File: config.mk
export PLATFORM = sky130hd
export DESIGN_NAME = tag_array_nway_flat
export DESIGN_NICKNAME = d
export VERILOG_FILES = /design/src/rtl/tag_array_nway_if.sv /design/src/rtl/tag_array_nway.sv /design/src/flat_wrapper.sv
export SDC_FILE = /design/constraint.sdc
export NUM_CORES = 1
export LEC_CHECK = 0
export BUFFER_PORTS_ARGS = -buffer_cell sky130_fd_sc_hd__buf_2
export CORE_UTILIZATION = 50
export DETAILED_ROUTE_END_ITERATION = 8
export PLACE_DENSITY = 0.79
export SLEW_MARGIN = 20
export SYNTH_ARGS = -nofsm -noshare
export SYNTH_HDL_FRONTEND = slang
export SYNTH_SLANG_ARGS = --single-unit
File: constraint.sdc
create_clock -name clock -period 11.1 [get_ports clock]
set_clock_uncertainty 0.05 [all_clocks]
set_input_delay 0 -clock clock [delete_from_list [all_inputs] [get_ports clock]]
set_output_delay 0 -clock clock [all_outputs]
set_load 0.02 [all_outputs]
File: src/rtl/tag_array_nway_if.sv
// Bus bundle for tag_array_nway: lookup, refill and flush requests from the
// cache controller, plus the hit/refill results and the flush busy flag.
//   master : cache controller side (drives requests, reads results)
//   slave  : tag store side (reads requests, drives results)
interface tag_array_nway_if #(
    parameter int IBITS  = 3,
    parameter int WBITS  = 1,
    parameter int TWIDTH = 14
);
    logic              lk_valid;
    logic [IBITS-1:0]  lk_index;
    logic [TWIDTH-1:0] lk_tag;
    logic              fill_valid;
    logic [IBITS-1:0]  fill_index;
    logic [TWIDTH-1:0] fill_tag;
    logic              flush;
    logic              busy;
    logic              hit_valid;
    logic              hit;
    logic [WBITS-1:0]  hit_way;
    logic              fill_done;
    logic [WBITS-1:0]  fill_way;

    modport master (
        output lk_valid, lk_index, lk_tag,
        output fill_valid, fill_index, fill_tag, flush,
        input  busy, hit_valid, hit, hit_way, fill_done, fill_way
    );

    modport slave (
        input  lk_valid, lk_index, lk_tag,
        input  fill_valid, fill_index, fill_tag, flush,
        output busy, hit_valid, hit, hit_way, fill_done, fill_way
    );
endinterface

File: src/rtl/tag_array_nway.sv
// N-way set-associative cache tag store.
// Holds a tag and valid bit per way per set, answers lookups with a registered
// hit/way one cycle later, picks refill ways (existing tag, else lowest
// invalid, else per-set round-robin victim) and clears all sets one per cycle
// on a flush.
// Ports:
//   clock   : rising-edge clock
//   reset_n : asynchronous active-low reset
//   bus     : slave side of tag_array_nway_if (lookup/fill/flush in,
//             hit/fill results and busy out)
module tag_array_nway #(
    parameter int IBITS  = 3,
    parameter int WBITS  = 1,
    parameter int TWIDTH = 14
) (
    input  logic              clock,
    input  logic              reset_n,
    tag_array_nway_if.slave   bus
);
    localparam int SETS  = 1 << IBITS;
    localparam int NWAYS = 1 << WBITS;

    typedef enum logic {IDLE, FLUSH} state_t;

    state_t                         state_q, state_d;
    logic [IBITS-1:0]               flush_idx_q, flush_idx_d;
    logic [SETS-1:0][NWAYS-1:0]     valid_q, valid_d;
    logic [SETS-1:0][WBITS-1:0]     rr_q, rr_d;
    logic [TWIDTH-1:0]              tag_q [SETS][NWAYS];
    logic                           hit_valid_q, hit_valid_d;
    logic                           hit_q, hit_d;
    logic [WBITS-1:0]               hit_way_q, hit_way_d;
    logic                           fill_done_q, fill_done_d;
    logic [WBITS-1:0]               fill_way_q, fill_way_d;

    logic                           idle;
    logic                           lk_go, fill_go;
    logic                           lk_hit;
    logic [WBITS-1:0]               lk_way;
    logic                           fill_match, fill_free;
    logic [WBITS-1:0]               fill_match_way, fill_free_way, fill_sel_way;

    // flush takes priority: requests on the accepting edge are dropped
    assign idle    = (state_q == IDLE);
    assign lk_go   = idle && bus.lk_valid   && !bus.flush;
    assign fill_go = idle && bus.fill_valid && !bus.flush;

    // Lookup compares against registered state, so a same-edge fill is not seen.
    always_comb begin
        lk_hit = 1'b0;
        lk_way = '0;
        for (int unsigned w = 0; w < NWAYS; w++) begin
            if (!lk_hit && valid_q[bus.lk_index][WBITS'(w)] &&
                tag_q[bus.lk_index][WBITS'(w)] == bus.lk_tag) begin
                lk_hit = 1'b1;
                lk_way = WBITS'(w);
            end
        end
    end

    // Refill way choice: matching valid way, else lowest invalid, else RR victim.
    always_comb begin
        fill_match     = 1'b0;
        fill_free      = 1'b0;
        fill_match_way = '0;
        fill_free_way  = '0;
        for (int unsigned w = 0; w < NWAYS; w++) begin
            if (!fill_match && valid_q[bus.fill_index][WBITS'(w)] &&
                tag_q[bus.fill_index][WBITS'(w)] == bus.fill_tag) begin
                fill_match     = 1'b1;
                fill_match_way = WBITS'(w);
            end
            if (!fill_free && !valid_q[bus.fill_index][WBITS'(w)]) begin
                fill_free     = 1'b1;
                fill_free_way = WBITS'(w);
            end
        end
        if (fill_match)
            fill_sel_way = fill_match_way;
        else if (fill_free)
            fill_sel_way = fill_free_way;
        else
            fill_sel_way = rr_q[bus.fill_index];
    end

    always_comb begin
        state_d     = state_q;
        flush_idx_d = flush_idx_q;
        valid_d     = valid_q;
        rr_d        = rr_q;
        hit_valid_d = lk_go;
        hit_d       = hit_q;
        hit_way_d   = hit_way_q;
        fill_done_d = fill_go;
        fill_way_d  = fill_way_q;

        if (lk_go) begin
            hit_d     = lk_hit;
            hit_way_d = lk_way;
        end

        if (fill_go) begin
            valid_d[bus.fill_index][fill_sel_way] = 1'b1;
            if (!fill_match && !fill_free)
                rr_d[bus.fill_index] = rr_q[bus.fill_index] + 1'b1;
            fill_way_d = fill_sel_way;
        end

        case (state_q)
            IDLE: begin
                if (bus.flush) begin
                    state_d     = FLUSH;
                    flush_idx_d = '0;
                end
            end
            FLUSH: begin
                valid_d[flush_idx_q] = '0;
                rr_d[flush_idx_q]    = '0;
                flush_idx_d          = flush_idx_q + 1'b1;
                if (flush_idx_q == IBITS'(SETS - 1))
                    state_d = IDLE;
            end
            default: state_d = IDLE;
        endcase
    end

    always_ff @(posedge clock or negedge reset_n) begin
        if (!reset_n) begin
            state_q     <= IDLE;
            flush_idx_q <= '0;
            valid_q     <= '0;
            rr_q        <= '0;
            hit_valid_q <= 1'b0;
            hit_q       <= 1'b0;
            hit_way_q   <= '0;
            fill_done_q <= 1'b0;
            fill_way_q  <= '0;
        end else begin
            state_q     <= state_d;
            flush_idx_q <= flush_idx_d;
            valid_q     <= valid_d;
            rr_q        <= rr_d;
            hit_valid_q <= hit_valid_d;
            hit_q       <= hit_d;
            hit_way_q   <= hit_way_d;
            fill_done_q <= fill_done_d;
            fill_way_q  <= fill_way_d;
        end
    end

    // Tag storage carries no reset; validity is tracked by valid_q alone.
    always_ff @(posedge clock) begin
        if (fill_go)
            tag_q[bus.fill_index][fill_sel_way] <= bus.fill_tag;
    end

    assign bus.busy      = (state_q == FLUSH);
    assign bus.hit_valid = hit_valid_q;
    assign bus.hit       = hit_q;
    assign bus.hit_way   = hit_way_q;
    assign bus.fill_done = fill_done_q;
    assign bus.fill_way  = fill_way_q;
endmodule

File: src/flat_wrapper.sv
// flat-port wrapper written by rule: the top's interface ports become plain ports
module tag_array_nway_flat 
#(
    parameter int IBITS  = 3,
    parameter int WBITS  = 1,
    parameter int TWIDTH = 14
)
  (clock, reset_n, bus_lk_valid, bus_lk_index, bus_lk_tag, bus_fill_valid, bus_fill_index, bus_fill_tag, bus_flush, bus_busy, bus_hit_valid, bus_hit, bus_hit_way, bus_fill_done, bus_fill_way);
  tag_array_nway_if #(.IBITS(IBITS), .WBITS(WBITS), .TWIDTH(TWIDTH)) bus_i ();
  input  logic clock;
  input  logic reset_n;
  input wire logic [$bits(bus_i.lk_valid)-1:0] bus_lk_valid;
  input wire logic [$bits(bus_i.lk_index)-1:0] bus_lk_index;
  input wire logic [$bits(bus_i.lk_tag)-1:0] bus_lk_tag;
  input wire logic [$bits(bus_i.fill_valid)-1:0] bus_fill_valid;
  input wire logic [$bits(bus_i.fill_index)-1:0] bus_fill_index;
  input wire logic [$bits(bus_i.fill_tag)-1:0] bus_fill_tag;
  input wire logic [$bits(bus_i.flush)-1:0] bus_flush;
  output wire logic [$bits(bus_i.busy)-1:0] bus_busy;
  output wire logic [$bits(bus_i.hit_valid)-1:0] bus_hit_valid;
  output wire logic [$bits(bus_i.hit)-1:0] bus_hit;
  output wire logic [$bits(bus_i.hit_way)-1:0] bus_hit_way;
  output wire logic [$bits(bus_i.fill_done)-1:0] bus_fill_done;
  output wire logic [$bits(bus_i.fill_way)-1:0] bus_fill_way;
  assign bus_i.lk_valid = bus_lk_valid;
  assign bus_i.lk_index = bus_lk_index;
  assign bus_i.lk_tag = bus_lk_tag;
  assign bus_i.fill_valid = bus_fill_valid;
  assign bus_i.fill_index = bus_fill_index;
  assign bus_i.fill_tag = bus_fill_tag;
  assign bus_i.flush = bus_flush;
  assign bus_busy = bus_i.busy;
  assign bus_hit_valid = bus_i.hit_valid;
  assign bus_hit = bus_i.hit;
  assign bus_hit_way = bus_i.hit_way;
  assign bus_fill_done = bus_i.fill_done;
  assign bus_fill_way = bus_i.fill_way;
  tag_array_nway #(.IBITS(IBITS), .WBITS(WBITS), .TWIDTH(TWIDTH)) u_core (.clock(clock), .reset_n(reset_n), .bus(bus_i));
endmodule
-- Word level (Yosys, flattened, before mapping)
Memories as Yosys holds them, arrays and structs flattened.
Index checks and enable logic that the tools add are counted.
W data, S select, Z words.
- flip-flop bits (word level): 33
- bits in writable memories: 224
- input bits: 39
- memories: 1
- memory list (name ; words ; width ; rd ports ; clocked after memory_dff ; write ports ; line ; source):
    u_core.tag_q ; 8 ; 28 ; 2 ; 0 ; 1 ; tag_array_nway.sv:29 ; logic [TWIDTH-1:0] tag_q [SETS][NWAYS];
- add/subtract/negate cells: 2
- magnitude comparators: 9
- eq/ne operators: 6
- multiplexer cells: 42
- bitwise logic cells: 7
- reduce and logical (&&, ||, !) cells: 22
- operator list (cell ; number):
    $eq A14 B14 Y1 ; 4
    $mux W16 ; 2
    $mux W28 ; 1
    $mux W8 ; 3
    $mux W1 ; 18
    $and A16 B16 Y16 ; 1
    $logic_and A1 B1 Y1 ; 16
    $not A16 Y16 ; 1
    $or A16 B16 Y16 ; 1
    $demux W14 S1 ; 1
    $mux W14 ; 1
    $bmux W2 S3 ; 2
    $demux W2 S3 ; 2
    $lt A3 B4 Y1 const B ; 3
    $and A8 B8 Y8 ; 1
    $bwmux W8 ; 1
    $mux W2 ; 4
    $not A8 Y8 ; 1
    $demux W1 S3 ; 2
    $ge A3 B1 Y1 const B ; 2
    $logic_not A1 Y1 ; 6
    $pmux W3 S2 ; 1
    $add A3 B1 Y3 const B ; 1
    $bmux W1 S3 ; 1
    12 further kinds ; 12

-- Depth between registers and ports, before layout
Gate-level depths: netlist of run 1.
- word-level depth: 19
- depth in mapped cells: 14
- gate-level depth less buffers: 8

-- Worst setup path before layout of run 1
Ideal clock, no wire load.
- kind: flip-flop to flip-flop
- start: memory u_core.tag_q[7][19] in the netlist's numbering
- end: memory u_core.tag_q[6][14] in the netlist's numbering (enable)
- library setup time: 403 ps
- data arrival time: 3137 ps
- required time: 10647 ps
- slack: 7510 ps
- cell stages (with the launch flop): 10
- cells stage by stage: edfxtp_1 mux4_2 mux2i_1 xor2_1 nand2_1 or4_4 nor2_1 a2bb2oi_4 buf_6 nor3_1
- RTL lines (element ; line):
    start, declared ; tag_array_nway.sv:29

-- Worst setup path in the final report of run 1
- start: input bus_fill_index[2]
- end: memory u_core.tag_q[1][5] in the netlist's numbering (enable)
- cells in the longest elaborated chain, start to end: 15
- elaborated cells on any way between the ends: 28
- those cells by class: 2 x order compare; 2 x eq/ne; 15 x mux; 1 x bitwise; 7 x reduce/logical; 1 x memory
- RTL lines (element ; line ; source):
    start, declared ; flat_wrapper.sv:16 ; input wire logic [$bits(bus_i.fill_index)-1:0] bus_fill_index;
    $mem_v2 Z8 W28 / $bmux W2 S3 (equally long branches) ; -- ;
    $eq A14 B14 Y1 / $mux W2 (equally long branches) ; tag_array_nway.sv:69, tag_array_nway.sv:68, tag_array_nway.sv:73 ;
    $logic_and A1 B1 Y1 ; tag_array_nway.sv:68 ; if (!fill_match && valid_q[bus.fill_index][WBITS'(w)] &&
    $mux W1 ; tag_array_nway.sv:68 ;
    $logic_not A1 Y1 ; tag_array_nway.sv:68 ;
    $logic_and A1 B1 Y1 (2 in series) ; tag_array_nway.sv:68 ;
    $mux W1 ; tag_array_nway.sv:68 ;
    $mux W1 ; tag_array_nway.sv:78 ; if (fill_match)
    $not A1 Y2 (implied by the code) ; tag_array_nway.sv:154 ; tag_q[bus.fill_index][fill_sel_way] <= bus.fill_tag;
    $ge A2 B2 Y1 (implied by the code) / $lt A2 B1 Y1 (equally long branches) ; tag_array_nway.sv:154 ;
    $logic_and A1 B1 Y1 (implied by the code) ; tag_array_nway.sv:154 ;
    $mux W14 (implied by the code) ; tag_array_nway.sv:154 ;
    $demux W14 S1 ; tag_array_nway.sv:154 ;
    $mux W28 (implied by the code) ; tag_array_nway.sv:154 ;
Parallel ways exist; a longest one is shown, timed or not. The select of a mux whose other input is x is not followed.

==> results of run 1 <==
stage by stage:
stage               worst slack, ns  instances  hold WS, ns
detailed placement             6.32       1117       0.0659
CTS                            6.88       1194       0.0400
floorplan                      7.51        786       -0.346
finish                         6.85       1194       0.0160
global placement               6.22       1117       0.0504
global route                   6.62       1194        0.106
worst max-delay path, delay by kind of cell:
family	cells	cell delay [ns]
compound gates	2	0.53
simple gates	5	2.96
buf+inv	2	0.56
xor+xnor	1	0.24
path summary, 6_finish.rpt:
kind | startpoint | to | slack [ns] | cells past startpoint
worst max register to register | u_core.tag_q[0][1] | u_core.tag_q[1][5] | 7.15 | 7
worst min-delay path | reset_n | u_core.valid_q[3] | 0.02 | 2
max in group asynchronous | reset_n | u_core.valid_q[0] | 10.49 | 2
worst max-delay path | bus_fill_index[2] | u_core.tag_q[1][5] | 6.85 | 10
min in group clock | bus_fill_index[1] | u_core.valid_q[13] | 0.27 | 4
worst min register to register | u_core.valid_q[3] | u_core.valid_q[3] | 0.46 | 2
cell families (layout without fill, tap and decap cells):
kind of cell / after synthesis / count (layout) / synth area share, %
AO/OA/AOI/OAI: 76 / 76 / 4.57
adder cells (fa/ha/maj): 2 / 2 / 0.197
AND/OR/NAND/NOR: 145 / 145 / 5.43
flip-flops: 257 / 257 / 59.4
XOR/XNOR: 53 / 53 / 3.65
buffers and inverters: 52 / 136 / 2.37
multiplexers: 201 / 201 / 24.4
routing by layer:
layer / up-vias / wire, um / track usage [%]
met5: - / 0 / 0
met4: 0 / 674 / 6.35
met3: 52 / 3060 / 5.34
met2: 410 / 14700 / 38.3
met1: 3861 / 12700 / 35.1
li1: 3282 / - / -
area by class of cell:
type	count	area, sq um
multi-input combinational	477	4900
tap	324	405
clock inverter	20	151
sequential	257	7550
timing repair buffer	81	574
clock buffer	30	687
fill	1803	10300
inverter	5	18.8
registers in the layout, indices dropped and copies added, names as in the netlist:
register and flops:
u_core.tag_q 224, u_core.valid_q 16, u_core.rr_q 8, u_core.flush_idx_q 3, u_core.bus.busy 1, u_core.bus.fill_done 1
u_core.bus.fill_way 1, u_core.bus.hit 1, u_core.bus.hit_valid 1, u_core.bus.hit_way 1
placed cells by master (no fill, tap or decap), drive strengths merged, types with 2 or more instances in the layout:
cell         instances
edfxtp             224
mux2i              110
mux4                86
nand2               62
buf                 54
dfrtp               33
clkbuf              30
a22oi               27
xnor2               27
dlygate4sd3         27
xor2                26
nor2                24
o21ai               20
nand4               15
nor3                14
nand3               12
clkinv              12
clkinvlp             6
inv                  6
mux2                 5
nor4                 5
nor2b                5
a21oi                4
a221oi               4
a22o                 3
o22ai                3
and3                 3
o31ai                3
a31oi                2
a21o                 2
nand2b               2
ha                   2
a2bb2oi              2
power by group through the flow:
stage                     logic [mW]  registers, mW  clock network (mW)
after floorplan                0.221           1.15                   0
after global placement         0.310           1.15                   0
after detailed placement       0.315           1.15                   0
after CTS                      0.325           1.13               0.859
after global routing           0.353           1.14               0.899
final                          0.327           1.13               0.855
==> reports/summary.txt, run 1 <==
status: complete, no violations
Int Pwr: 1.70 mW
vias in the first global route: 7693
min-delay worst type: input port to asynchronous set/reset pin
peak fanout along the critical path: 39
synthesis-to-layout area growth: 12.5%
most used flip-flop cell after synthesis: edfxtp_1
Post-synth ARST share: 12.8%
Yosys top cell by area: edfxtp_1
DR iter-0 viols: 760
Slew HR: 24.3%
Tot Pwr: 2.32 mW
Final HPWL DP: 19300 um
Crit Path Category: input port to register
combinational share of power: 14.1%
gr ovfl total: 0
Tot GR Track Use: 24.5%
I/O pin cnt: 45
1st-pass router iterations: 5
initial antenna violation count: 0
Die ar.: 26100 sq um
clock latency on the worst-skew pair: 0.54 ns
Distinct cells, synth: 49
top-count cell post-synth: edfxtp_1
Starting Density: 51.6%
critical path's slowest cell: nor2b_2
number of nets in the layout: 890
RD Place Congestion: 0.875
postcts setup bufs: 0
Syn Area/Cell: 16.2 sq um
PwrDens: 162 nW/um^2
post-cts sizing count: 0
RSZ-0062 raised after global routing: no
utilization after layout: 58.1%
sequential area share after synthesis: 59.4%
CTS Root Cell: clkbuf_16
Slew Limit Fails: 0
final wirelength: 31200 um
Reg clk slew, reported paths: 0.06 ns
Post-DRT Antenna Nets: 0
Clock power frac: 36.9%
routed vias: 7605
Final setup viols: 0
number of synthesized flops with an enable pin: 224
largest net degree at the start of global routing: 61
Pleak: 5.00 nW
Crit path required time: 11.20 ns
Post-Syn Area: 12700 sq um
crit start category: input port
Via density: 6.37
max_cap viols: 0
Cell Area, Placed: 13200 sq um
DR WL/cell: 26.1 um
f_max: 0.235 GHz
Area contributors post-synth: edfxtp_1 53%, mux4_2 15%, mux2i_1 8.7%, dfrtp_1 6.5%, xnor2_1 1.9%
switching share of power: 26.4%
setup_tns: 0 ns
P_sw: 0.612 mW
register bit total from synthesis: 257
finished layout cell area: 14300 sq um
first-pass GRT wire length: 47500 um
syn_nets: 827
sequential fraction of design power: 49.0%
cells after synthesis: 786
CP Cell Sequence: buf_2, buf_4, nor2b_2, a22oi_1, nand2_1, xor2_1, nand4_1, nor4_4, o21bai_4, nor2_2
top post-synthesis cells by count: 224 x edfxtp_1, 110 x mux2i_1, 86 x mux4_2
CTS tree: done
maximum clock insertion buffer count: 3
VDD IR max: 0.137 mV
final period utilization: 38.3%
DRC errors left: 0
# port buffers: 44
die width: 161 um
Tmin final: 4.25 ns
CTS Buf Count: 27
Final Hold Vio Count: 0
CP arrival: 4.35 ns
CTS sink count: 257
share of cells above drive strength 1: 25.1%
H-Tree Depth: 1
num rows: 57
Yosys warning total: 0
Slew @ Worst Pin: 1.13 ns
Critical Path End Type: register
Synth top area share: 52.9%
max incr delay on CP: 1.00 ns
# hold bufs at CTS: 27
ant diodes: 0
Die Height: 161 um
core box area: 24600 sq um
Power figures use the tool's default switching activity.
==> run 2: changes to the inputs <==
ABC_AREA = 1   (was not set)
PLACE_DENSITY = 0.78   (was 0.79)
clock period = 4.21 ns   (was 11.1 ns; I/O delays follow)
==> run 2 against run 1 <==
Against the previous run:
- first-iteration DRC count is 94% higher
- combinational power grew to 2.8 times the previous value
- wire length is 30% higher
- area after synthesis is 11% higher
- total power grew to 2.7 times the previous value
- sequential power grew to 2.6 times the previous value
- clock power grew to 2.7 times the previous value
- critical path type is now register to register
- largest power group unchanged
- highest routed layer unchanged
==> reports/summary.txt, run 2 <==
top-count cell post-synth: nand2_1
die width: 170 um
maximum clock insertion buffer count: 3
Synth top area share: 47.9%
max reg flops: 224
most frequent cells in the layout: 490 x nand2_1, 302 x inv_1, 224 x edfxtp_1
Final Hold Vio Count: 0
Setup crit end: u_core.tag_q[2][21]
Crit Path Category: register to register
max_cap viols: 0
DR iter-0 viols: 1472
dpl cells: 2108
sequential area share after synthesis: 53.7%
Critical Path Start: u_core.valid_q[8]
peak fanout along the critical path: 17
Top reg by flops: u_core.tag_q
Slew HR: 31.4%
postcts setup bufs: 0
Starting Density: 50.7%
clock latency on the worst-skew pair: 0.55 ns
Slew @ Worst Pin: 1.03 ns
cells after synthesis: 1748
number of synthesized flops with an enable pin: 224
Distinct cells, synth: 34
Area contributors post-synth: edfxtp_1 48%, nand2_1 13%, inv_1 8.1%, dfrtp_1 5.9%, nand3_1 5.8%
Reg clk slew, reported paths: 0.07 ns
DRC errors left: 0
min-delay worst type: input port to asynchronous set/reset pin
Syn Area/Cell: 8.04 sq um
FILL cells: 2475
RR Startpoint: u_core.valid_q[8]
Finished Layout Cells: 2178
setup_tns: 0 ns
Post-DRT Antenna Nets: 0
Yosys top cell by area: edfxtp_1
num rows: 61
VDD IR max: 0.340 mV
CTS sink count: 257
Die ar.: 28800 sq um
crit start category: register
CTS tree: done
first-pass GRT wire length: 62900 um
CP arrival: 3.35 ns
reg2reg path depth: 14
leading cell type in the layout, fill and taps excluded: nand2_1
most used flip-flop cell after synthesis: edfxtp_1
f_max: 0.311 GHz
Pleak: 7.13 nW
RD Place Congestion: 0.962
register bit total from synthesis: 257
share of cells above drive strength 1: 6.72%
Final HPWL DP: 26700 um
Via density: 5.63
H-Tree Depth: 1
gr ovfl total: 0
register area: 7550 sq um
Cell Area, Placed: 14600 sq um
Worst R2R End: u_core.tag_q[2][21]
largest net degree at the start of global routing: 103
DR WL/cell: 18.6 um
core box area: 27700 sq um
Tmin final: 3.22 ns
top post-synthesis cells by count: 490 x nand2_1, 304 x inv_1, 224 x edfxtp_1
registers with the most flip-flops: u_core.tag_q x224, u_core.valid_q x16, u_core.rr_q x8
Post-synth ARST share: 12.8%
number of nets in the layout: 1820
routed vias: 12300
ant diodes: 0
PwrDens: 394 nW/um^2
syn_nets: 1789
final wirelength: 40400 um
Final setup viols: 0
multi-input logic area: 4960 sq um
Critical Path End Type: register
I/O pin cnt: 45
1st-pass router iterations: 5
initial antenna violation count: 0
vias in the first global route: 11500
Slew Limit Fails: 0
Crit path required time: 4.34 ns
RSZ-0062 raised after global routing: no
# port buffers: 44
synthesis-to-layout area growth: 11.1%
finished layout cell area: 15600 sq um
Die Height: 170 um
setup slack, reg-to-reg: 0.99 ns
final period utilization: 76.4%
CTS Root Cell: clkbuf_16
status: complete, no violations
Yosys warning total: 0
Post-Syn Area: 14100 sq um
Tot GR Track Use: 28.5%
CTS Buf Count: 27
## run 2: cell count changes in the layout (fill, tap and decap cells not counted), sizes merged, moves of 25 or more
cell,previous run,this run
a21oi,4,109
a22oi,27,2
inv,6,307
mux2i,110,0
mux4,86,0
nand2,62,494
nand3,12,163
nor2,24,111
o211ai,1,31
o21ai,20,136
xnor2,27,2
## run 2: area by class of cell
class,count,share of cell area [%]
Sequential cell,257,48.3
Clock inverter,9,0.497
Multi-Input combinational cell,1098,31.8
Clock buffer,41,4.85
Tap cell,378,3.03
Timing Repair Buffer,88,4.12
Inverter,307,7.38
## run 2: worst max-delay path: stages, from the launching register on
cell and delay [ns]:
dfrtp_1 0.37, inv_1 0.06, o21ai_0 0.26, nand2_1 0.08, nand2_1 0.06, nand2_1 0.04, nand2_1 0.20, nand2_1 0.08
nor2_1 0.24, nand2_1 0.12, nor2_2 0.13, nand2_2 0.21, nand2_2 0.27, nand3_1 0.14, inv_1 0.49
## run 2: worst min-delay path by stage
stage / startpoint / end / slack (ns) / cells after the start
4_1_cts: reset_n / u_core.valid_q[6] / 0.03 / 2
5_1_grt: reset_n / u_core.rr_q[1] / 0.12 / 2
3_3_place_gp: reset_n / u_core.bus.busy / 0.06 / 1
6_report: reset_n / u_core.rr_q[6] / 0.03 / 2
3_5_place_dp: reset_n / u_core.bus.busy / 0.07 / 1
2_1_floorplan: reset_n / u_core.bus.busy / -0.35 / 0
## run 2: what timing repair did
item,4_1_cts,5_1_grt
resized for setup,0,0
hold buffers,20,0
endpoints found under the hold margin,266,0
## run 2: cells by family (layout without fill, tap and decap cells)
family | Yosys count | in the layout | synth area share [%]
adders and majority gates | 2 | 2 | 0.178
AOI/OAI and AO/OA | 289 | 289 | 11.0
buffers and inverters | 393 | 445 | 11.0
DFF | 257 | 257 | 53.7
and+or+nand+nor | 794 | 794 | 23.2
xor gates and xnor gates | 13 | 13 | 0.810
## run 2: layer usage
metal	wire length, um	up-vias	track usage (%)
met5	0	-	0
met4	1680	0	11.7
met3	4350	121	4.34
met2	17900	748	44.3
met1	16500	5686	39.9
li1	-	5714	-
## run 2: through the flow
stage          util (%)  worst slack, ns  power [mW]  hold WS (ns)
2_1_floorplan         -             2.00        3.54        -0.346
3_3_place_gp       52.6            0.748        3.83        0.0641
3_5_place_dp       52.6            0.699        3.85        0.0690
4_1_cts            56.4             1.10        6.14        0.0309
5_1_grt            56.4            0.795        6.36         0.124
6_report           56.4            0.993        6.16        0.0291
## run 2: power breakdown
group / internal, mW / leakage, nW / switching, mW
logic: 0.271 / 4.27 / 0.659
clock network: 1.30 / 0.405 / 0.999
registers: 2.86 / 2.46 / 0.0669
